## config.mk

```make
export PLATFORM = sky130hd
export DESIGN_NAME = dtof_hist_sequencer_flat
export DESIGN_NICKNAME = d
export VERILOG_FILES = /design/src/rtl/dtof_hist_pkg.sv /design/src/rtl/dtof_hist_sequencer_if.sv /design/src/rtl/dtof_nested_counter.sv /design/src/rtl/dtof_hist_sequencer.sv /design/src/flat_wrapper.sv
export SDC_FILE = /design/constraint.sdc
export NUM_CORES = 1
export LEC_CHECK = 0
export ABC_AREA = 1
export CAP_MARGIN = 40
export CORE_ASPECT_RATIO = 0.8
export CORE_MARGIN = 1
export CORE_UTILIZATION = 25
export CTS_BUF_LIST = sky130_fd_sc_hd__clkbuf_4 sky130_fd_sc_hd__clkbuf_8
export CTS_CLUSTER_DIAMETER = 30
export DETAILED_ROUTE_END_ITERATION = 16
export SYNTH_ARGS = -nofsm -noshare
export SYNTH_HDL_FRONTEND = slang
export SYNTH_SLANG_ARGS = --single-unit
```

## constraint.sdc

```tcl
create_clock -name clk -period 4.2 [get_ports clk]
set_input_delay 1.05 -clock clk [delete_from_list [all_inputs] [get_ports clk]]
set_output_delay 1.05 -clock clk [all_outputs]
set_load 0.03 [all_outputs]
```

## src/rtl/dtof_hist_pkg.sv

```systemverilog
// Shared types, defaults and width helpers for the dToF histogram frame sequencer.
package dtof_hist_pkg;

  localparam int NP_DEF       = 12;
  localparam int NB_DEF       = 6;
  localparam int PIXELS_DEF   = 4;
  localparam int DATA_NUM_DEF = 4;
  localparam int ACQ_NUM_DEF  = 16;

  localparam logic PASS_COARSE = 1'b0;
  localparam logic PASS_FINE   = 1'b1;

  typedef enum logic [2:0] {S_IDLE, S_CLR, S_ACQ, S_PEAK, S_RDOUT} seq_state_t;

  // Counter/address width for a bound; never narrower than one bit.
  function automatic int cw(input int n);
    return (n > 1) ? $clog2(n) : 1;
  endfunction

  localparam int PIX_W_DEF = cw(PIXELS_DEF);
  localparam int CLR_W_DEF = cw(PIXELS_DEF << NB_DEF);

endpackage

```

## src/rtl/dtof_hist_sequencer_if.sv

```systemverilog
// Sample input, builder write/clear, peak handshake and result handshake of the sequencer.
interface dtof_hist_sequencer_if #(
  parameter int NP = 12,
  parameter int PW = 2,
  parameter int CW = 8
);
  logic          in_valid;
  logic          in_ready;
  logic [NP-1:0] tdc_data;
  logic          hb_wr_en;
  logic [NP-1:0] hb_data;
  logic [PW-1:0] hb_pixel;
  logic          hb_pass;
  logic          hb_clr_en;
  logic [CW-1:0] hb_clr_addr;
  logic          peak_req;
  logic          peak_ack;
  logic          res_valid;
  logic          res_ready;

  modport master (
    input  in_valid, tdc_data, peak_ack, res_ready,
    output in_ready, hb_wr_en, hb_data, hb_pixel, hb_pass,
           hb_clr_en, hb_clr_addr, peak_req, res_valid
  );

  modport slave (
    output in_valid, tdc_data, peak_ack, res_ready,
    input  in_ready, hb_wr_en, hb_data, hb_pixel, hb_pass,
           hb_clr_en, hb_clr_addr, peak_req, res_valid
  );
endinterface

```

## src/rtl/dtof_nested_counter.sv

```systemverilog
// Three-level sample/pixel/acquisition counter; each level wraps by compare and carries upward.
module dtof_nested_counter import dtof_hist_pkg::*; #(
  parameter  int N0 = 4,
  parameter  int N1 = 4,
  parameter  int N2 = 16,
  localparam int W0 = cw(N0),
  localparam int W1 = cw(N1),
  localparam int W2 = cw(N2)
) (
  input  logic          clk,
  input  logic          res,
  input  logic          clr,
  input  logic          en,
  output logic [W0-1:0] c0,
  output logic [W1-1:0] c1,
  output logic [W2-1:0] c2,
  output logic          last
);

  logic max0, max1, max2;
  assign max0 = (c0 == W0'(N0 - 1));
  assign max1 = (c1 == W1'(N1 - 1));
  assign max2 = (c2 == W2'(N2 - 1));
  assign last = max0 & max1 & max2;

  always_ff @(posedge clk) begin
    if (res || clr) begin
      c0 <= '0;
      c1 <= '0;
      c2 <= '0;
    end else if (en) begin
      if (max0) begin
        c0 <= '0;
        if (max1) begin
          c1 <= '0;
          c2 <= max2 ? '0 : c2 + 1'b1;
        end else begin
          c1 <= c1 + 1'b1;
        end
      end else begin
        c0 <= c0 + 1'b1;
      end
    end
  end

endmodule

```

## src/rtl/dtof_hist_sequencer.sv

```systemverilog
// Frame sequencer: clear, coarse pass, peak, clear, fine pass, peak, then result readout.
module dtof_hist_sequencer import dtof_hist_pkg::*; #(
  parameter  int NP         = NP_DEF,
  parameter  int NB         = NB_DEF,
  parameter  int PIXELS     = PIXELS_DEF,
  parameter  int DATA_NUM   = DATA_NUM_DEF,
  parameter  int ACQ_NUM    = ACQ_NUM_DEF,
  localparam int CLR_CYCLES = PIXELS << NB,
  localparam int PIX_W      = cw(PIXELS),
  localparam int CLR_W      = cw(CLR_CYCLES)
) (
  input  logic                   clk,
  input  logic                   res,
  input  logic                   start,
  dtof_hist_sequencer_if.master  bus,
  output logic                   busy,
  output logic                   frame_done
);

  seq_state_t state;
  logic       pass;
  logic       accept;
  logic       last;
  logic [cw(DATA_NUM)-1:0] c_smp;
  logic [PIX_W-1:0]        c_pix;
  logic [cw(ACQ_NUM)-1:0]  c_acq;

  assign accept = bus.in_valid & bus.in_ready;
  assign busy   = (state != S_IDLE);

  // Counters wrap to zero on the pass-ending accept, so the fine pass starts clean.
  dtof_nested_counter #(.N0(DATA_NUM), .N1(PIXELS), .N2(ACQ_NUM)) u_cnt (
    .clk  (clk),
    .res  (res),
    .clr  (state == S_IDLE),
    .en   (accept),
    .c0   (c_smp),
    .c1   (c_pix),
    .c2   (c_acq),
    .last (last)
  );

  always_ff @(posedge clk) begin
    if (res) begin
      state           <= S_IDLE;
      pass            <= PASS_COARSE;
      frame_done      <= 1'b0;
      bus.in_ready    <= 1'b0;
      bus.hb_wr_en    <= 1'b0;
      bus.hb_data     <= '0;
      bus.hb_pixel    <= '0;
      bus.hb_pass     <= 1'b0;
      bus.hb_clr_en   <= 1'b0;
      bus.hb_clr_addr <= '0;
      bus.peak_req    <= 1'b0;
      bus.res_valid   <= 1'b0;
    end else begin
      // Write path runs independently of the state so the last accept lands in PEAK.
      bus.hb_wr_en <= accept;
      frame_done   <= 1'b0;
      if (accept) begin
        bus.hb_data  <= bus.tdc_data;
        bus.hb_pixel <= c_pix;
        bus.hb_pass  <= pass;
      end
      case (state)
        S_IDLE: begin
          // frame_done is high only in the first IDLE cycle; a start there is dropped.
          if (start && !frame_done) begin
            state           <= S_CLR;
            pass            <= PASS_COARSE;
            bus.hb_clr_en   <= 1'b1;
            bus.hb_clr_addr <= '0;
          end
        end
        S_CLR: begin
          if (bus.hb_clr_addr == CLR_W'(CLR_CYCLES - 1)) begin
            state           <= S_ACQ;
            bus.hb_clr_en   <= 1'b0;
            bus.hb_clr_addr <= '0;
            bus.in_ready    <= 1'b1;
          end else begin
            bus.hb_clr_addr <= bus.hb_clr_addr + 1'b1;
          end
        end
        S_ACQ: begin
          if (accept && last) begin
            state        <= S_PEAK;
            bus.in_ready <= 1'b0;
            bus.peak_req <= 1'b1;
          end
        end
        S_PEAK: begin
          if (bus.peak_ack) begin
            bus.peak_req <= 1'b0;
            if (pass == PASS_COARSE) begin
              pass            <= PASS_FINE;
              state           <= S_CLR;
              bus.hb_clr_en   <= 1'b1;
              bus.hb_clr_addr <= '0;
            end else begin
              state         <= S_RDOUT;
              bus.res_valid <= 1'b1;
            end
          end
        end
        S_RDOUT: begin
          if (bus.res_ready) begin
            bus.res_valid <= 1'b0;
            frame_done    <= 1'b1;
            pass          <= PASS_COARSE;
            state         <= S_IDLE;
          end
        end
        default: state <= S_IDLE;
      endcase
    end
  end

endmodule
```

## src/flat_wrapper.sv

```systemverilog
// flat-port wrapper written by rule: the top's interface ports become plain ports
module dtof_hist_sequencer_flat import dtof_hist_pkg::*;
#(
  parameter  int NP         = NP_DEF,
  parameter  int NB         = NB_DEF,
  parameter  int PIXELS     = PIXELS_DEF,
  parameter  int DATA_NUM   = DATA_NUM_DEF,
  parameter  int ACQ_NUM    = ACQ_NUM_DEF,
  localparam int CLR_CYCLES = PIXELS << NB,
  localparam int PIX_W      = cw(PIXELS),
  localparam int CLR_W      = cw(CLR_CYCLES)
)
  (clk, res, start, busy, frame_done, bus_in_valid, bus_tdc_data, bus_peak_ack, bus_res_ready, bus_in_ready, bus_hb_wr_en, bus_hb_data, bus_hb_pixel, bus_hb_pass, bus_hb_clr_en, bus_hb_clr_addr, bus_peak_req, bus_res_valid);
  dtof_hist_sequencer_if #(.NP(NP)) bus_i ();
  input  logic clk;
  input  logic res;
  input  logic start;
  output logic busy;
  output logic frame_done;
  input wire logic [$bits(bus_i.in_valid)-1:0] bus_in_valid;
  input wire logic [$bits(bus_i.tdc_data)-1:0] bus_tdc_data;
  input wire logic [$bits(bus_i.peak_ack)-1:0] bus_peak_ack;
  input wire logic [$bits(bus_i.res_ready)-1:0] bus_res_ready;
  output wire logic [$bits(bus_i.in_ready)-1:0] bus_in_ready;
  output wire logic [$bits(bus_i.hb_wr_en)-1:0] bus_hb_wr_en;
  output wire logic [$bits(bus_i.hb_data)-1:0] bus_hb_data;
  output wire logic [$bits(bus_i.hb_pixel)-1:0] bus_hb_pixel;
  output wire logic [$bits(bus_i.hb_pass)-1:0] bus_hb_pass;
  output wire logic [$bits(bus_i.hb_clr_en)-1:0] bus_hb_clr_en;
  output wire logic [$bits(bus_i.hb_clr_addr)-1:0] bus_hb_clr_addr;
  output wire logic [$bits(bus_i.peak_req)-1:0] bus_peak_req;
  output wire logic [$bits(bus_i.res_valid)-1:0] bus_res_valid;
  assign bus_i.in_valid = bus_in_valid;
  assign bus_i.tdc_data = bus_tdc_data;
  assign bus_i.peak_ack = bus_peak_ack;
  assign bus_i.res_ready = bus_res_ready;
  assign bus_in_ready = bus_i.in_ready;
  assign bus_hb_wr_en = bus_i.hb_wr_en;
  assign bus_hb_data = bus_i.hb_data;
  assign bus_hb_pixel = bus_i.hb_pixel;
  assign bus_hb_pass = bus_i.hb_pass;
  assign bus_hb_clr_en = bus_i.hb_clr_en;
  assign bus_hb_clr_addr = bus_i.hb_clr_addr;
  assign bus_peak_req = bus_i.peak_req;
  assign bus_res_valid = bus_i.res_valid;
  dtof_hist_sequencer #(.NP(NP), .NB(NB), .PIXELS(PIXELS), .DATA_NUM(DATA_NUM), .ACQ_NUM(ACQ_NUM)) u_core (.clk(clk), .res(res), .start(start), .bus(bus_i), .busy(busy), .frame_done(frame_done));
endmodule
```

# Word-level counts from Yosys, hierarchy flattened
# Index checks and enable logic that the tools add are counted.
[classes]
addsub = 4
n_reduce_logical = 21
eq_ne = 15
n_bitwise = 4
mux = 34
[op_table]
columns = ["operator", "n"]
rows = [
  ["$mux W8", 4],
  ["$pmux W8 S3", 1],
  ["$mux W3", 6],
  ["$pmux W3 S5", 1],
  ["$mux W1", 14],
  ["$reduce_and A4 Y1", 3],
  ["$reduce_and A5 Y1", 2],
  ["$reduce_and A3 Y1", 3],
  ["$reduce_bool A3 Y1", 3],
  ["$add A8 B1 Y8 const B", 1],
  ["$eq A8 B8 Y1 const B", 1],
  ["$ne A2 B1 Y1 const B", 4],
  ["$eq A3 B2 Y1 const B", 2],
  ["$ne A2 B2 Y1 const B", 3],
  ["$pmux W1 S2", 3],
  ["$pmux W1 S3", 2],
  ["$reduce_bool A2 Y1", 3],
  ["$add A2 B1 Y2 const B", 2],
  ["$add A4 B1 Y4 const B", 1],
  ["$eq A2 B2 Y1 const B", 2],
  ["$eq A4 B4 Y1 const B", 1],
  ["$mux W2", 2],
  ["$mux W4", 1],
  ["$and A1 B1 Y1", 3],
  ["9 further kinds", 10],
]
[word_totals]
in_bits = 18
output_inout_bits = 30
reg_bits = 41

# Longest topological paths before layout
[depth]
word_depth = 6
depth_mapped = 9
depth_no_buf = 9

# Cells and area by module
# A second synthesis with hierarchy kept.
[unflattened]
hier_cells = 262
area_unflattened_um2 = 1916.8
[by_module_without_submodules]
columns = ["module", "cells_per_inst", "n_inst", "area_per_inst_um2"]
rows = [
  ["dtof_hist_sequencer", 211, 1, 1516.5],
  ["dtof_nested_counter", 51, 1, 400.4],
]

# Least setup slack after synthesis
# No wires, ideal clock.
[synth_path]
kind = "input port to flip-flop"
from = "input bus_in_valid"
to = "register u_core.state[0]"
required_ns = 4.070
setup_ns = 0.130
path_stages = 7
t_arrival_ns = 1.747
path_buffers = 0
setup_slack_ns = 2.323
cell_sequence = "nand2_2 -> nor2_4 -> nand2_1 -> nand2_1 -> nand2_2 -> o21ai_0 -> a21oi_1"
[synth_between]
elab_chain_len = 4
[synth_lines]
columns = ["element", "line", "rtl"]
rows = [
  ["start: declaration", "flat_wrapper.sv:20", "input wire logic [$bits(bus_i.in_valid)-1:0] bus_in_valid;"],
  ["$and A1 B1 Y1", "dtof_hist_sequencer.sv:28", "assign accept = bus.in_valid & bus.in_ready;"],
  ["$logic_and A1 B1 Y1", "dtof_hist_sequencer.sv:87", "if (accept && last) begin"],
  ["$ne A2 B1 Y1 (no source line)", "-", ""],
  ["$reduce_and A5 Y1 (no source line)", "-", ""],
  ["end signal: assignment", "dtof_hist_sequencer.sv:88", "state <= S_PEAK;"],
  ["end signal: assignment", "dtof_hist_sequencer.sv:98", "state <= S_CLR;"],
  ["end signal: assignment", "dtof_hist_sequencer.sv:102", "state <= S_RDOUT;"],
  ["end: declaration", "dtof_hist_sequencer.sv:20", "seq_state_t state;"],
]
# No other way between the ends.
# A chain may end at the register's enable or synchronous reset.

# Worst setup path in the final report
[layout_path]
from = "register u_core.state[0]"
to = "output busy"
[layout_between]
elab_chain_len = 1
[layout_lines]
columns = ["element", "line", "rtl"]
rows = [
  ["start signal: assignment", "dtof_hist_sequencer.sv:45", "state <= S_IDLE;"],
  ["start signal: assignment", "dtof_hist_sequencer.sv:70", "state <= S_CLR;"],
  ["start signal: assignment", "dtof_hist_sequencer.sv:78", "state <= S_ACQ;"],
  ["$reduce_bool A3 Y1", "dtof_hist_sequencer.sv:29", "assign busy = (state != S_IDLE);"],
  ["end: declaration", "flat_wrapper.sv:18", "output logic busy;"],
]
# No other way between the ends.

==> out/results.tsv <==
stage	metric	value	unit
sta	fin crit period	2.77	ns
sta	Slew HR	0.689	
place	pre-CTS WS	1.47	ns
cells_and_area	fillers	722	
power	PwrDens	516	nW/µm²
worst_setup_path	reg2reg setup slack	2.55	ns
sta	max frequency	0.361	GHz
cells_and_area	Ant. Diodes	0	
outcome	status	complete, no violations	
grt	initial antenna violation count	0	
cells_and_area	share of cells above drive strength 1	0.0617	
worst_hold_path	Cells on Worst Hold Path	2	
clocking	setup bufs post-CTS	0	
clocking	Longest Clk Path Bufs	2	
power	clock share of power	0.290	
grt	GRT overflow	0	
synthesis	largest cells by area after synthesis	dfxtp_1 46%, nor2_1 11%, nand2_1 11%	
power	P_sw	0.000452	W
route	via count	1714	
worst_setup_path	RR Startpoint	u_core.bus.hb_clr_addr[0]$_SDFFE_PP0P_	
floorplan	IO Pins	48	
worst_setup_path	CP Class	flip-flop to output port	
sta	final setup vio count	0	
cells_and_area	Final Non-Filler Cells	395	
sta	setup_tns	0	ns
run	Max-Cap Viols	0	
worst_setup_path	reg2reg end	u_core.state[1]$_SDFFE_PP0P_	
power	Internal	0.000837	W
place	GP Congestion	0.755	
sta	Final Cycle Share	0.660	
floorplan	Die W	96.9	µm
route	1st-pass router iterations	4	
floorplan	placement row count	27	
route	WL/cell	10.7	µm
power	Comb power frac	0.336	
sta	post-route setup slack	1.43	ns
worst_setup_path	crit path from	u_core.state[0]$_SDFFE_PP0P_	
cells_and_area	commonest non-fill, non-tap cell in the layout	nor2_1	
synthesis	Mapped Cells	258	
sta	Fin Clk Skew	0.0100	ns
clocking	CTS root buf	clkbuf_8	
place	Cells after DPL	387	
power	Leakage	0.961	nW
worst_hold_path	Hold Crit Start	u_core.bus.res_valid$_SDFFE_PP0P_	
clocking	post_cts resized	0	
power	switch share	0.351	
grt	number of global-route vias before repair	1584	
synthesis	sequential area share after synthesis	0.456	
grt	GRT Total Usage	0.114	
clocking	CTS H-Tree Depth	2	
synthesis	post-synth top area cell	dfxtp_1	
sta	RSZ-0062 raised after global routing	false	
synthesis	share of the synthesized area in the top cell type	0.456	
route	Vias per Instance	4.34	
floorplan	initial core utilization	0.260	
sta	Hold Vio Cnt, Final	0	
worst_setup_path	required time worst endpoint	3.15	ns
cells_and_area	Layout Nets	329	
route	Iter 0 DRT Violations	79	
cells_and_area	area grow syn2layout	38.8	%
worst_hold_path	Hold/Removal Path Class	flip-flop to flip-flop	
clocking	cts bufs inserted	5	
power	Peak VDD IR	0.191	mV
grt	largest net degree at the start of global routing	23	
clocking	Worst-Skew Late Latency	0.29	ns
synthesis	Yosys reg bits	41	
floorplan	Die Y	77.9	µm
place	hpwl dp	3080	µm
route	final wirelength	4240	µm
sta	Max Slew Vio Count	0	
worst_setup_path	Worst Path Arrival	1.72	ns
worst_setup_path	Worst setup EP type	output port	
worst_setup_path	CP Launch Type	flip-flop	
place	port buffer count	47	
clocking	Worst-path clk slew	0.08	ns
power	sequential power share	0.374	
synthesis	Mapped Area	1800	µm²
clocking	hold_buf cts	0	
synthesis	post-synth cell types	22	
route	ANT nets after route	0	
grt	first-pass GRT wire length	7130	µm
sta	Worst-Margin Slew	0.464	ns
floorplan	Core ar.	6930	µm²
route	DRC viols	0	
worst_setup_path	worst-path fanout max	7	
synthesis	Synthesized Nets	280	
clocking	Num Clock Sinks	41	
clocking	CTS tree	yes	
floorplan	die area	7550	µm²
synthesis	Mapped Avg Cell Area	6.98	µm²
cells_and_area	most frequent cells in the layout	53 x nor2_1, 52 x nand2_1, 47 x clkdlybuf4s50_1	
synthesis	Ys Warns	0	
worst_setup_path	Reg2Reg Depth	8	
worst_hold_path	Endpoint, Worst Hold	u_core.bus.res_valid$_SDFFE_PP0P_	
[flip-flops by register name (all words and copies together) (netlist names), 2 cells and up]
| register | cells |
|---|---|
| u_core.bus.hb_clr_addr | 8 |
| u_core.u_cnt.c1 | 2 |
| u_core.state | 3 |
| u_core.u_cnt.c2 | 4 |
| u_core.bus.hb_data | 12 |
| u_core.u_cnt.c0 | 2 |
| u_core.bus.hb_pixel | 2 |
[cell families (layout without fill, tap and decap cells)]
group                      Yosys count  count (layout)  synth area share
and+or+nand+nor                    135             135             0.317
AOI/OAI and AO/OA                   42              42             0.119
DFF                                 41              41             0.456
buffers and inverters               34              84            0.0709
adders and majority gates            4               4            0.0278
xor gates and xnor gates             2               2           0.00973
[power groups by stage]
stage	sequential (W)	combinational (W)	clock, W
6_report	0.000482	0.000434	0.000373
5_1_grt	0.000490	0.000477	0.000401
4_1_cts	0.000484	0.000437	0.000386
3_5_place_dp	0.000493	0.000434	0
3_3_place_gp	0.000491	0.000434	0
2_1_floorplan	0.000567	0.000196	0
[worst max-delay path by stage]
stage               cells after the start  slack [ns]                         endpoint
floorplan                               7        2.32     u_core.state[0]$_SDFFE_PP0P_
global placement                        6        1.51  u_core.u_cnt.c0[0]$_SDFFE_PP0P_
detailed placement                      7        1.47  u_core.u_cnt.c2[3]$_SDFFE_PP0P_
CTS                                     3        1.42                             busy
global route                            3        1.29                             busy
finish                                  3        1.43                             busy
[layer usage]
layer | GRT usage | part of all wire | vias to the layer above
li1 | - | - | 918
met1 | 0.154 | 0.52 | 765
met2 | 0.182 | 0.44 | 29
met3 | 0.0216 | 0.032 | 2
met4 | 0.0358 | 0.0061 | 0
met5 | 0 | 0 | -
[through the flow]
stage	util	total power [W]	hold WS (ns)	area (µm²)
floorplan	-	0.000763	0.445	1800
global placement	0.341	0.000925	0.441	2360
detailed placement	0.341	0.000927	0.441	2360
CTS	0.361	0.00131	0.454	2500
global route	0.361	0.00137	0.487	2500
finish	0.361	0.00129	0.450	2500
[final cells by class]
cell class | instances | area (µm²) | share of cell area
tap | 87 | 109 | 0.0436
multi-input combinational | 183 | 852 | 0.341
timing repair buffer | 48 | 478 | 0.191
clock buffer | 5 | 68.8 | 0.0275
clock inverter | 3 | 65.1 | 0.0260
inverter | 28 | 105 | 0.0421
sequential | 41 | 821 | 0.328
[Yosys cell counts (all sizes together)]
cell type,count
xor2,2
or2,2
clkinv,1
clkbuf,6
a31oi,1
o21ai,20
nor2,55
nand3b,1
dfxtp,41
nand3,13
a21oi,20
ha,4
a211oi,1
nand2,55
inv,27
nand4,4
nor3,5
[worst max-delay path: stages (launching register included)]
cell and delay, ns:
dfxtp_1 0.38, nor2_1 0.29, nand2_1 0.13, clkdlybuf4s50_1 0.63
Power figures use the tool's default switching activity.
